[src/rtl/gray_pkg.sv]
// Shared constants and Gray/binary conversion helpers for the async FIFO pointer logic.
// Helpers work on 32-bit values; callers cast to their pointer width.
package gray_pkg;

  localparam int unsigned MODE_WR = 0;
  localparam int unsigned MODE_RD = 1;

  function automatic logic [31:0] bin2gray(input logic [31:0] b);
    return b ^ (b >> 1);
  endfunction

  // Bit i of the result is the XOR of g[31:i].
  function automatic logic [31:0] gray2bin(input logic [31:0] g);
    logic [31:0] b;
    b = g;
    for (int i = 1; i < 32; i++) begin
      b = b ^ (g >> i);
    end
    return b;
  endfunction

endpackage

[src/rtl/gray_to_bin_converter.sv]
// Combinational Gray-to-binary conversion of an N+1 bit pointer.
module gray_to_bin_converter
  import gray_pkg::*;
#(
  parameter int unsigned N = 3
) (
  input  logic [N:0] gray,
  output logic [N:0] bin
);

  assign bin = (N + 1)'(gray2bin(32'(gray)));

endmodule

[src/rtl/gray_fifo_ptr_ctrl.sv]
// One side of an async FIFO: binary/Gray pointer, far-side pointer synchroniser,
// full (write side) or empty (read side) flag, almost flag and fill level.
module gray_fifo_ptr_ctrl
  import gray_pkg::*;
#(
  parameter int unsigned ADDR_W      = 3,
  parameter int unsigned SYNC_STAGES = 2,
  parameter int unsigned MODE        = 0,
  parameter int unsigned ALMOST_THR  = 2
) (
  input  logic              clk,
  input  logic              rst_n,
  input  logic              flush,
  input  logic              inc,
  input  logic [ADDR_W:0]   rmt_gray_ptr,
  output logic              acc,
  output logic [ADDR_W-1:0] addr,
  output logic [ADDR_W:0]   bin_ptr,
  output logic [ADDR_W:0]   gray_ptr,
  output logic              flag,
  output logic              almost,
  output logic [ADDR_W:0]   level
);

  localparam int unsigned PW    = ADDR_W + 1;
  localparam int unsigned DEPTH = 2 ** ADDR_W;

  localparam logic [ADDR_W:0] AlmFullLvl = PW'(DEPTH - ALMOST_THR);
  localparam logic [ADDR_W:0] AlmEmptyLvl = PW'(ALMOST_THR);
  // Full when the two MSBs differ from the remote pointer and the rest match.
  localparam logic [ADDR_W:0] FullMask = PW'(3) << (ADDR_W - 1);
  localparam logic RstFlag = (MODE == MODE_RD);
  localparam logic RstAlmost = (MODE == MODE_RD) || (DEPTH <= ALMOST_THR);

  logic [ADDR_W:0] sync_q [SYNC_STAGES];
  logic [ADDR_W:0] rsync;
  logic [ADDR_W:0] rmt_bin;
  logic [ADDR_W:0] bin_nxt;
  logic [ADDR_W:0] gray_nxt;
  logic [ADDR_W:0] lvl_nxt;
  logic            flag_nxt;
  logic            almost_nxt;
  logic            clr;

  assign clr   = !rst_n || flush;
  assign rsync = sync_q[SYNC_STAGES-1];

  always_ff @(posedge clk) begin
    if (clr) begin
      for (int i = 0; i < SYNC_STAGES; i++) begin
        sync_q[i] <= '0;
      end
    end else begin
      sync_q[0] <= rmt_gray_ptr;
      for (int i = 1; i < SYNC_STAGES; i++) begin
        sync_q[i] <= sync_q[i-1];
      end
    end
  end

  gray_to_bin_converter #(
    .N (ADDR_W)
  ) u_rmt_conv (
    .gray (rsync),
    .bin  (rmt_bin)
  );

  assign acc      = inc & ~flag;
  assign addr     = bin_ptr[ADDR_W-1:0];
  assign bin_nxt  = bin_ptr + PW'(acc);
  assign gray_nxt = PW'(bin2gray(32'(bin_nxt)));

  // Flags use the new local pointer against the old synchronised remote pointer.
  always_comb begin
    lvl_nxt    = '0;
    flag_nxt   = 1'b0;
    almost_nxt = 1'b0;
    if (MODE == MODE_WR) begin
      lvl_nxt    = bin_nxt - rmt_bin;
      flag_nxt   = (gray_nxt == (rsync ^ FullMask));
      almost_nxt = (lvl_nxt >= AlmFullLvl);
    end else begin
      lvl_nxt    = rmt_bin - bin_nxt;
      flag_nxt   = (gray_nxt == rsync);
      almost_nxt = (lvl_nxt <= AlmEmptyLvl);
    end
  end

  always_ff @(posedge clk) begin
    if (!rst_n) begin
      bin_ptr  <= '0;
      gray_ptr <= '0;
      flag     <= RstFlag;
      almost   <= RstAlmost;
      level    <= '0;
    end else if (flush) begin
      bin_ptr  <= '0;
      gray_ptr <= '0;
      flag     <= RstFlag;
      almost   <= RstAlmost;
      level    <= '0;
    end else begin
      bin_ptr  <= bin_nxt;
      gray_ptr <= gray_nxt;
      flag     <= flag_nxt;
      almost   <= almost_nxt;
      level    <= lvl_nxt;
    end
  end

endmodule

[config.mk]
export PLATFORM = sky130hd
export DESIGN_NAME = gray_fifo_ptr_ctrl
export DESIGN_NICKNAME = d
export VERILOG_FILES = /design/src/rtl/gray_pkg.sv /design/src/rtl/gray_to_bin_converter.sv /design/src/rtl/gray_fifo_ptr_ctrl.sv
export SDC_FILE = /design/constraint.sdc
export NUM_CORES = 1
export LEC_CHECK = 0
export ABC_AREA = 1
export CAP_MARGIN = 20
export CELL_PAD_IN_SITES_DETAIL_PLACEMENT = 0
export CELL_PAD_IN_SITES_GLOBAL_PLACEMENT = 1
export CORE_AREA = 2 2 53 64
export DETAILED_ROUTE_END_ITERATION = 10
export DIE_AREA = 0 0 55 66
export PLACE_DENSITY_LB_ADDON = 0.1
export SYNTH_ARGS = -nofsm -noshare
export SYNTH_HDL_FRONTEND = slang
export SYNTH_HIERARCHICAL = 1
export SYNTH_SLANG_ARGS = --single-unit
[constraint.sdc]
create_clock -name clk -period 5.6 [get_ports clk]
set_input_delay 0.56 -clock clk [delete_from_list [all_inputs] [get_ports clk]]
set_output_delay 0.56 -clock clk [all_outputs]
set_load 0.02 [all_outputs]
==> impl_metrics.json <==
{
  "outcome": "complete, no violations",
  "worstPathArrival_ps": 2790,
  "crit_buf_inv": 3,
  "wl_met1_um": 855,
  "cts_tree": "built",
  "initial_utilization_pct": 34.4,
  "hold_viol_final": 0,
  "n_antenna_cell": 0,
  "crit_path_start": "inc",
  "dpl_worst_slack_ps": 2670,
  "postRouteAntennaNets": 0,
  "syn2layout_area_growth_pct": 26.9,
  "holdWs_ps": 416,
  "report.final.slew_viol_count": 0,
  "drive_above_1_share_pct": 9.14,
  "wl_met2_um": 934,
  "drt_iter0_drc": 12,
  "cp_top_family": "simple AND/OR/NAND/NOR gates",
  "htree_levels": 1,
  "grt_pass1_wl_mm": 3.40,
  "ios": 26,
  "wire_per_inst_um": 9.18,
  "grt_max_degree": 19,
  "grt_overflow": 0,
  "cp_cell_sequence": "clkdlybuf4s50_1, inv_1, nor2_1, ha_1, ha_1, nand2_1, nand2_2, inv_2, ha_1, a21oi_1, nor2b_1, nand3_1, nand3_1, nand2_1",
  "dieWidth_um": 55,
  "cts_buffers": 3,
  "synth_area_um2": 1040,
  "slew_headroom_pct": 79.3,
  "post_cts_buffers": 0,
  "fmax_mhz": 389,
  "hold_class": "flip-flop to flip-flop",
  "globalplace.congestion": 0.822,
  "drc": 0,
  "die-height_um": 66,
  "rsz0062_at_grt": "no",
  "wirelength_mm": 1.94,
  "min_period_ps": 2570,
  "report.power.total_uw": 272,
  "cts-root-buf": "clkbuf_4",
  "vias": 916,
  "synth_cell_types": 17,
  "clockBufferDepth": 2,
  "cap_violations": 0,
  "ys_seq_area_share_pct": 40.3,
  "tightest_slew_ps": 310,
  "worst_skew_pair.late_latency_ps": 310,
  "grtUsageTotal_pct": 13.0,
  "cts-resized-gates": 0,
  "crit_path_end_kind": "flip-flop",
  "wl_met3_um": 90,
  "yosys_warnings": 6,
  "coreArea_um2": 3030,
  "max_stage_delay_ps": 450,
  "finalCritPeriodShare_pct": 45.9,
  "fp-row-count": 22,
  "leakage_nw": 0.613,
  "critPathMaxFanout": 4,
  "syn-num-nets": 166,
  "highest_layer": "met4",
  "yosys_register_bits": 21,
  "cp_common_cell": "ha_1",
  "nets": 190,
  "power.density_nw_per_um2": 206,
  "fin_util_pct": 43.7,
  "via_per_inst": 4.34,
  "postSynthCellCount": 152,
  "reg2reg_from": "flag$_SDFF_PP0_",
  "postSynthAreaPerCell_um2": 6.86,
  "path_clk_slew_ps": 120,
  "setup_violations": 0,
  "dieArea_um2": 3630,
  "skew_ps": 5.68,
  "drt-pass1-iter-count": 4,
  "path_class": "primary input to flip-flop",
  "port_buffers": 25,
  "antenna_found_initial": 0,
  "hp-start": "sync_q[0][0]$_SDFF_PP0_",
  "grt_pass1_vias": 829,
  "cts.sinks": 21,
  "cp-start-kind": "primary input",
  "dp_hpwl_mm": 1.51,
  "setup_ws_ps": 3030,
  "crit_required_ps": 5820,
  "holdBufCountCts": 0,
  "worst_path_max_delay_cell": "clkdlybuf4s50_1",
  "setup_tns_ps": 0,
  "irDropWorstVdd_uv": 110
}
==> placed cells by master, fill, tap and decap left out <==
cell type         n
nand2_1          38
inv_1            28
clkdlybuf4s50_1  25
nor2_1           23
dfxtp_1          21
nand3_1          10
nand2_2           9
ha_1              5
inv_2             3
clkbuf_4          3
nand4_1           2
a21oi_1           2
and2_1            1
o21ai_0           1
nor2b_1           1
or2_2             1
fa_1              1
clkbuf_1          1
==> cell usage after synthesis, drive strengths merged <==
cell	number	area [µm²]
a21oi	2	10.0
and2	1	6.26
buf	5	37.5
clkbuf	1	3.75
dfxtp	21	420
fa	1	20.0
ha	5	62.6
inv	31	116
nand2	47	199
nand3	10	50.1
nand4	2	12.5
nor2	23	86.3
nor2b	1	6.26
o21ai	1	5.00
or2	1	6.26
==> tightest hold or removal path: stages, from the launching register on <==
cell and delay [ps]:
dfxtp_1 320, inv_1 40, nor2_1 30
==> logic make-up (layout without fill, tap and decap cells) <==
| family | Yosys count | in the layout | share of synthesized area, % |
|---|---|---|---|
| fa+ha+maj | 6 | 6 | 7.92 |
| flops | 21 | 21 | 40.3 |
| compound gates | 3 | 3 | 1.44 |
| buf+inv | 37 | 60 | 15.1 |
| simple gates | 85 | 85 | 35.2 |
==> power by group <==
group / leakage [nW] / internal [mW] / switching, mW / total, mW
sequential: 0.171 / 0.154 / 0.00215 / 0.156
combinational: 0.428 / 0.0193 / 0.0215 / 0.0408
clock: 0.0150 / 0.0278 / 0.0477 / 0.0755
==> sequential cells by signal, summed over array words and instances, names as in the netlist <==
| register | cells |
|---|---|
| almost | 1 |
| flag | 1 |
| bin_ptr | 4 |
| sync_q | 8 |
| gray_ptr | 3 |
| level | 4 |
==> stage by stage <==
| stage | instance area [µm²] | cells |
|---|---|---|
| final | 1320 | 211 |
| after global routing | 1320 | 211 |
| after CTS | 1320 | 211 |
| after detailed placement | 1300 | 207 |
| after global placement | 1300 | 207 |
| after floorplan | 1040 | 152 |
==> layout make-up <==
| cell class | instances | area (µm²) |
|---|---|---|
| Multi-Input combinational cell | 94 | 464 |
| Sequential cell | 21 | 420 |
| Tap cell | 36 | 45.0 |
| Inverter | 31 | 116 |
| Clock buffer | 4 | 26.3 |
| Timing Repair Buffer | 25 | 250 |
| Fill cell | 329 | 1710 |
==> path summary, 6_finish.rpt <==
path,endpoint,slack [ps],depth (start not counted)
worst min register to register,sync_q[0][4]$_SDFF_PP0_,420,2
worst max register to register,almost$_SDFF_PP0_,3420,12
worst min-delay path,sync_q[0][4]$_SDFF_PP0_,420,2
worst max-delay path,almost$_SDFF_PP0_,3030,14
==> per-layer routing <==
layer  up-vias  GRT usage (%)
met2        24           22.2
met5         -              0
li1        489              -
met1       398           14.8
met3         5           2.04
met4         0           7.32
Power figures use the tool's default switching activity.
==> edit 1 (same settings) <==
Set the parameter `ADDR_W` to 2 (it was 3).
--- a/src/rtl/gray_fifo_ptr_ctrl.sv
+++ b/src/rtl/gray_fifo_ptr_ctrl.sv
@@ -4,5 +4,5 @@
   import gray_pkg::*;
 #(
-  parameter int unsigned ADDR_W      = 3,
+  parameter int unsigned ADDR_W      = 2,
   parameter int unsigned SYNC_STAGES = 2,
   parameter int unsigned MODE        = 0,
Interface: changed (5 resized); port bits go from 26 to 21. The function was not compared with the original's and may differ.
==> edit 1 against the unedited design <==
- sequential cell count is 5 lower
- global-route usage shrank 3.5 points
- non-clock buffer count decreased by 5
- cell count fell by 27%
- utilization decreased by 12 points
- setup slack improved by 0.16 ns
- synthesized area shrank 30%
- synthesized cell count down 34%
- design area shrank 27%
- wire length fell by 29%
- total power fell by 22%
- critical path type unchanged
==> edit 1: results (changes against the unedited design) <==
- Status: finished, final reports clean
- # fillers: 343 (+4.3%)
- Setup Fix Bufs, Post-CTS: 0 (unchanged)
- Crit-path max cell delay: 0.46 ns
- H-tree levels: 1 (unchanged)
- Minimum clock period: 2.41 ns (-0.161 ns)
- Global-route wire length before repair: 2400 µm (-29%)
- VDD IR max: 0.0000730 V (-34%)
- Via-to-Cell Ratio: 3.91 (-9.9%)
- Detail Placement HPWL: 1070 µm (-29%)
- Worst EP arrival: 2.57 ns (-0.22 ns)
- NumNets Final: 132 (-31%)
- Unique masters post-synth: 17 (unchanged)
- CTS clk-pin slew, worst paths: 0.09 ns (-0.03 ns)
- Gpl congestion: 0.693 (-16%)
- Synth top cells by count: nand2_1, inv_1, dfxtp_1, nor2_1, nand3_1
- Initial antenna violation count: 0 (unchanged)
- Asr flop ratio synth: 0% (unchanged)
- Worst slack, placed: 2.86 ns (+0.192 ns)
- Worst path top cell family by delay: adder cells
- Vias in the first global route: 545 (-34%)
- Hold Path Class: reg -> reg
- Cts repair resizes: 0 (unchanged)
- Seq/Total Area, Yosys: 43.7% (+3.3 points)
- Biggest regs: sync_q (6), bin_ptr (3), level (3)
- Overall routing resource usage: 9.49% (-3.5 points)
- CP Max Fanout: 4 (unchanged)
- Total global routing overflow: 0 (unchanged)
- I/O Buffers: 20 (-20%)
- Skew-Pair Late Insertion Delay: 0.28 ns (-0.03 ns)
- Largest net degree at the start of global routing: 14 (-5)
- Slowest CP cell: clkdlybuf4s50_1
- Setup slack, reg-to-reg: 3.62 ns (+0.20 ns)
- Synth Net Count: 112 (-33%)
- Avg WL per Cell: 8.88 µm (-3.2%)
- Post-Place Cell Area: 943 µm² (-27%)
- Largest reg by FF count: sync_q
- Worst slew pin tran: 0.413 ns (+0.103 ns)
- Ys Warns: 6 (unchanged)
- Largest cells by area after synthesis: dfxtp_1, nand2_1, inv_1
- Initial DRC count: 9 (-3)
- Leakage power: 0.000439 µW (-28%)
- Layout cells sized above 1: 5.04% (-4.1 points)
- Clk_skew: 0.00333 ns (-0.00235 ns)
- CTS Root Cell: clkbuf_4
- N_diodes: 0 (unchanged)
- Total iterations of the first detailed-routing run: 4 (unchanged)
- CTS buffer count: 3 (unchanged)
- Bufs on Longest Clock Path: 2 (unchanged)
[edit 1: per-stage QoR]
step	std cells	hold slack, ns	util (%)
3_5_place_dp	152	0.404	31.2
5_1_grt	155	0.435	31.9
6_report	155	0.416	31.9
2_1_floorplan	101	0.394	-
3_3_place_gp	152	0.395	31.2
4_1_cts	155	0.420	31.9
[edit 1: layer usage]
layer,track usage [%],part of all wire (%),vias up
li1,-,-,331
met1,11.8,45,260
met4,6.40,1.7,0
met5,0,0,-
met3,2.71,4.9,2
met2,13.7,48,13
[edit 1: cells by family (layout without fill, tap and decap cells)]
family | Yosys count | count (layout) | share of synthesized area [%]
AOI/OAI and AO/OA | 3 | 3 | 2.05
xor gates and xnor gates | 2 | 2 | 2.39
adders and majority gates | 4 | 4 | 7.85
buffers and inverters | 27 | 45 | 16.0
DFF | 16 | 16 | 43.7
and+or+nand+nor | 49 | 49 | 28.0
[edit 1: final cells by class]
cell class / instances / area share, %
sequential: 16 / 33.2
tap: 36 / 4.66
clock buffer: 3 / 2.33
inverter: 22 / 8.55
multi-input combinational: 58 / 30.6
timing repair buffer: 20 / 20.7
[edit 1: path summary, 6_finish.rpt]
kind / from / endpoint / depth (start not counted)
hold / removal: sync_q[0][2] / sync_q[0][5] / 2
setup / recovery: inc / almost / 12
setup reg to reg: flag / almost / 10
hold reg to reg: sync_q[0][2] / sync_q[0][5] / 2
[edit 1: worst reg2reg max path, stage by stage, from the launching register on]
cell and delay (ns):
dfxtp_1 0.32, nor2_1 0.14, ha_1 0.28, inv_1 0.13, ha_1 0.16, inv_1 0.05, fa_1 0.40, xnor2_1 0.15
nand2_1 0.06, nand3_1 0.09, o21ai_0 0.08
[edit 1: power breakdown]
group | switching [µW] | internal (µW) | total [µW]
Clock | 36.2 | 24.9 | 61.1
Sequential | 1.51 | 117 | 119
Combinational | 16.5 | 15.0 | 31.4
==> edit 2 (config.mk and constraints unchanged) <==
Made on the original files. Make the reset (`rst_n`) asynchronous in one clocked block.
--- a/src/rtl/gray_fifo_ptr_ctrl.sv
+++ b/src/rtl/gray_fifo_ptr_ctrl.sv
@@ -87,5 +87,5 @@
   end
 
-  always_ff @(posedge clk) begin
+  always_ff @(posedge clk or negedge rst_n) begin
     if (!rst_n) begin
       bin_ptr  <= '0;
Function: differs if rst_n is asserted again (counterexample within 4 cycles, from zero or initial values and one cycle with rst_n low); with rst_n held inactive, the same outputs for 10 cycles.
==> edit 2 against the unedited design <==
- wire length increased by 2.8%
- setup slack improved by 0.025 ns
- synthesized area increased by 3.1%
- clock skew increased by 0.0018 ns
- global-route usage decreased by 0.51 points
- count of clock-buffer cells in the layout unchanged
- highest routed layer unchanged
- sequential cell count unchanged
- utilization increased by 1.1 points
- total power increased by 16%
- register-to-register slack got worse by 0.03 ns
- design area increased by 2.5%
==> edit 2: results (changes against the unedited design) <==
- NumNets Final: 182 (-4.2%)
- Clk_skew: 0.00751 ns (+0.00183 ns)
- Leakage power: 0.000674 µW (+9.9%)
- Int Pwr: 223 µW (+11%)
- Ys Warns: 6 (unchanged)
- # fillers: 331 (+0.61%)
- Vias in the first global route: 788 (-4.9%)
- Multi-input logic area: 447 µm² (-3.8%)
- Status: finished, final reports clean
- Routed wire length: 1990 µm (+2.8%)
- Syn_area_per_cell: 7.46 µm² (+8.9%)
- Cts repair resizes: 0 (unchanged)
- Count of multi-input gates: 90 (-4.3%)
- Initial DRC count: 17 (+5)
- Via-to-Cell Ratio: 4.41 (+1.7%)
- Synth top cells by count: nand2_1, inv_1, nor2_1, dfrtp_1, dfxtp_1
- Sequential cell count: 21 (unchanged)
- Detail Placement HPWL: 1620 µm (+7.7%)
- Seq/Total Area, Yosys: 45.2% (+4.8 points)
- Layout cells sized above 1: 6.59% (-2.6 points)
- Worst slack, placed: 2.71 ns (+0.0441 ns)
- Placed cells: 199 (-3.9%)
- Global-route wire length before repair: 3230 µm (-5.1%)
- Relative slew margins: 58.8% (-20 points)
- VDD IR max: 0.000137 V (+25%)
- NonClk Buf Share: 18.5% (-0.45 points)
- Clock network contribution to total cell area: 1.94% (-0.048 points)
- Synth Net Count: 158 (-4.8%)
- Vias: 896 (-2.2%)
- Asr flop ratio synth: 61.9% (+62 points)
- Overall routing resource usage: 12.5% (-0.51 points)
- Inverters: 27 (-13%)
- Worst path top cell family by delay: adder cells
- Worst EP arrival: 2.74 ns (-0.05 ns)
- Gpl congestion: 0.775 (-5.7%)
- Post-Place Cell Area: 1330 µm² (+2.5%)
edit 2: cell count changes in the layout (fill, tap and decap cells not counted), sizes merged, moves of 2 or more:
cell / unedited run / this run
nand3b: 0 / 2
dfrtp: 0 / 13
nor2: 23 / 19
dfxtp: 21 / 8
a21oi: 2 / 4
nand3: 10 / 6
inv: 31 / 27
edit 2: worst paths after layout:
kind                       slack, ns         start      endpoint  depth (start not counted)
max                             3.05           inc        almost                         15
min                             0.41  sync_q[0][3]  sync_q[0][7]                          2
max reg2reg                     3.39          flag        almost                         13
min reg2reg                     0.41  sync_q[0][3]  sync_q[0][7]                          2
max in group asynchronous       4.57         rst_n      level[3]                          1
min in group asynchronous       0.62         rst_n      level[0]                          1
edit 2: logic make-up after synthesis:
| logic type | after synthesis | synth area share [%] |
|---|---|---|
| and+or+nand+nor | 78 | 30.7 |
| buffers and inverters | 33 | 13.3 |
| DFF | 21 | 45.2 |
| adders and majority gates | 6 | 7.68 |
| AOI/OAI and AO/OA | 5 | 2.33 |
| xor gates and xnor gates | 1 | 0.815 |
edit 2: power by group through the flow:
stage / Combinational (µW) / Sequential [µW] / Clock [µW]
after floorplan: 36.2 / 179 / 0
after global placement: 80.5 / 168 / 0
after detailed placement: 80.5 / 168 / 0
after CTS: 80.9 / 165 / 76.7
after global routing: 88.6 / 166 / 83.6
final: 79.0 / 165 / 72.7
edit 2: tightest hold or removal path, stage by stage (launching register included):
cell     delay (ns)
dfxtp_1        0.31
inv_1          0.04
nor2_1         0.03
edit 2: routing by layer:
metal / GRT usage (%) / vias to the layer above / share of wire [%]
li1: - / 472 / -
met1: 13.0 / 400 / 43
met2: 22.8 / 19 / 51
met3: 2.71 / 5 / 3.9
met4: 5.49 / 0 / 1.8
met5: 0 / - / 0
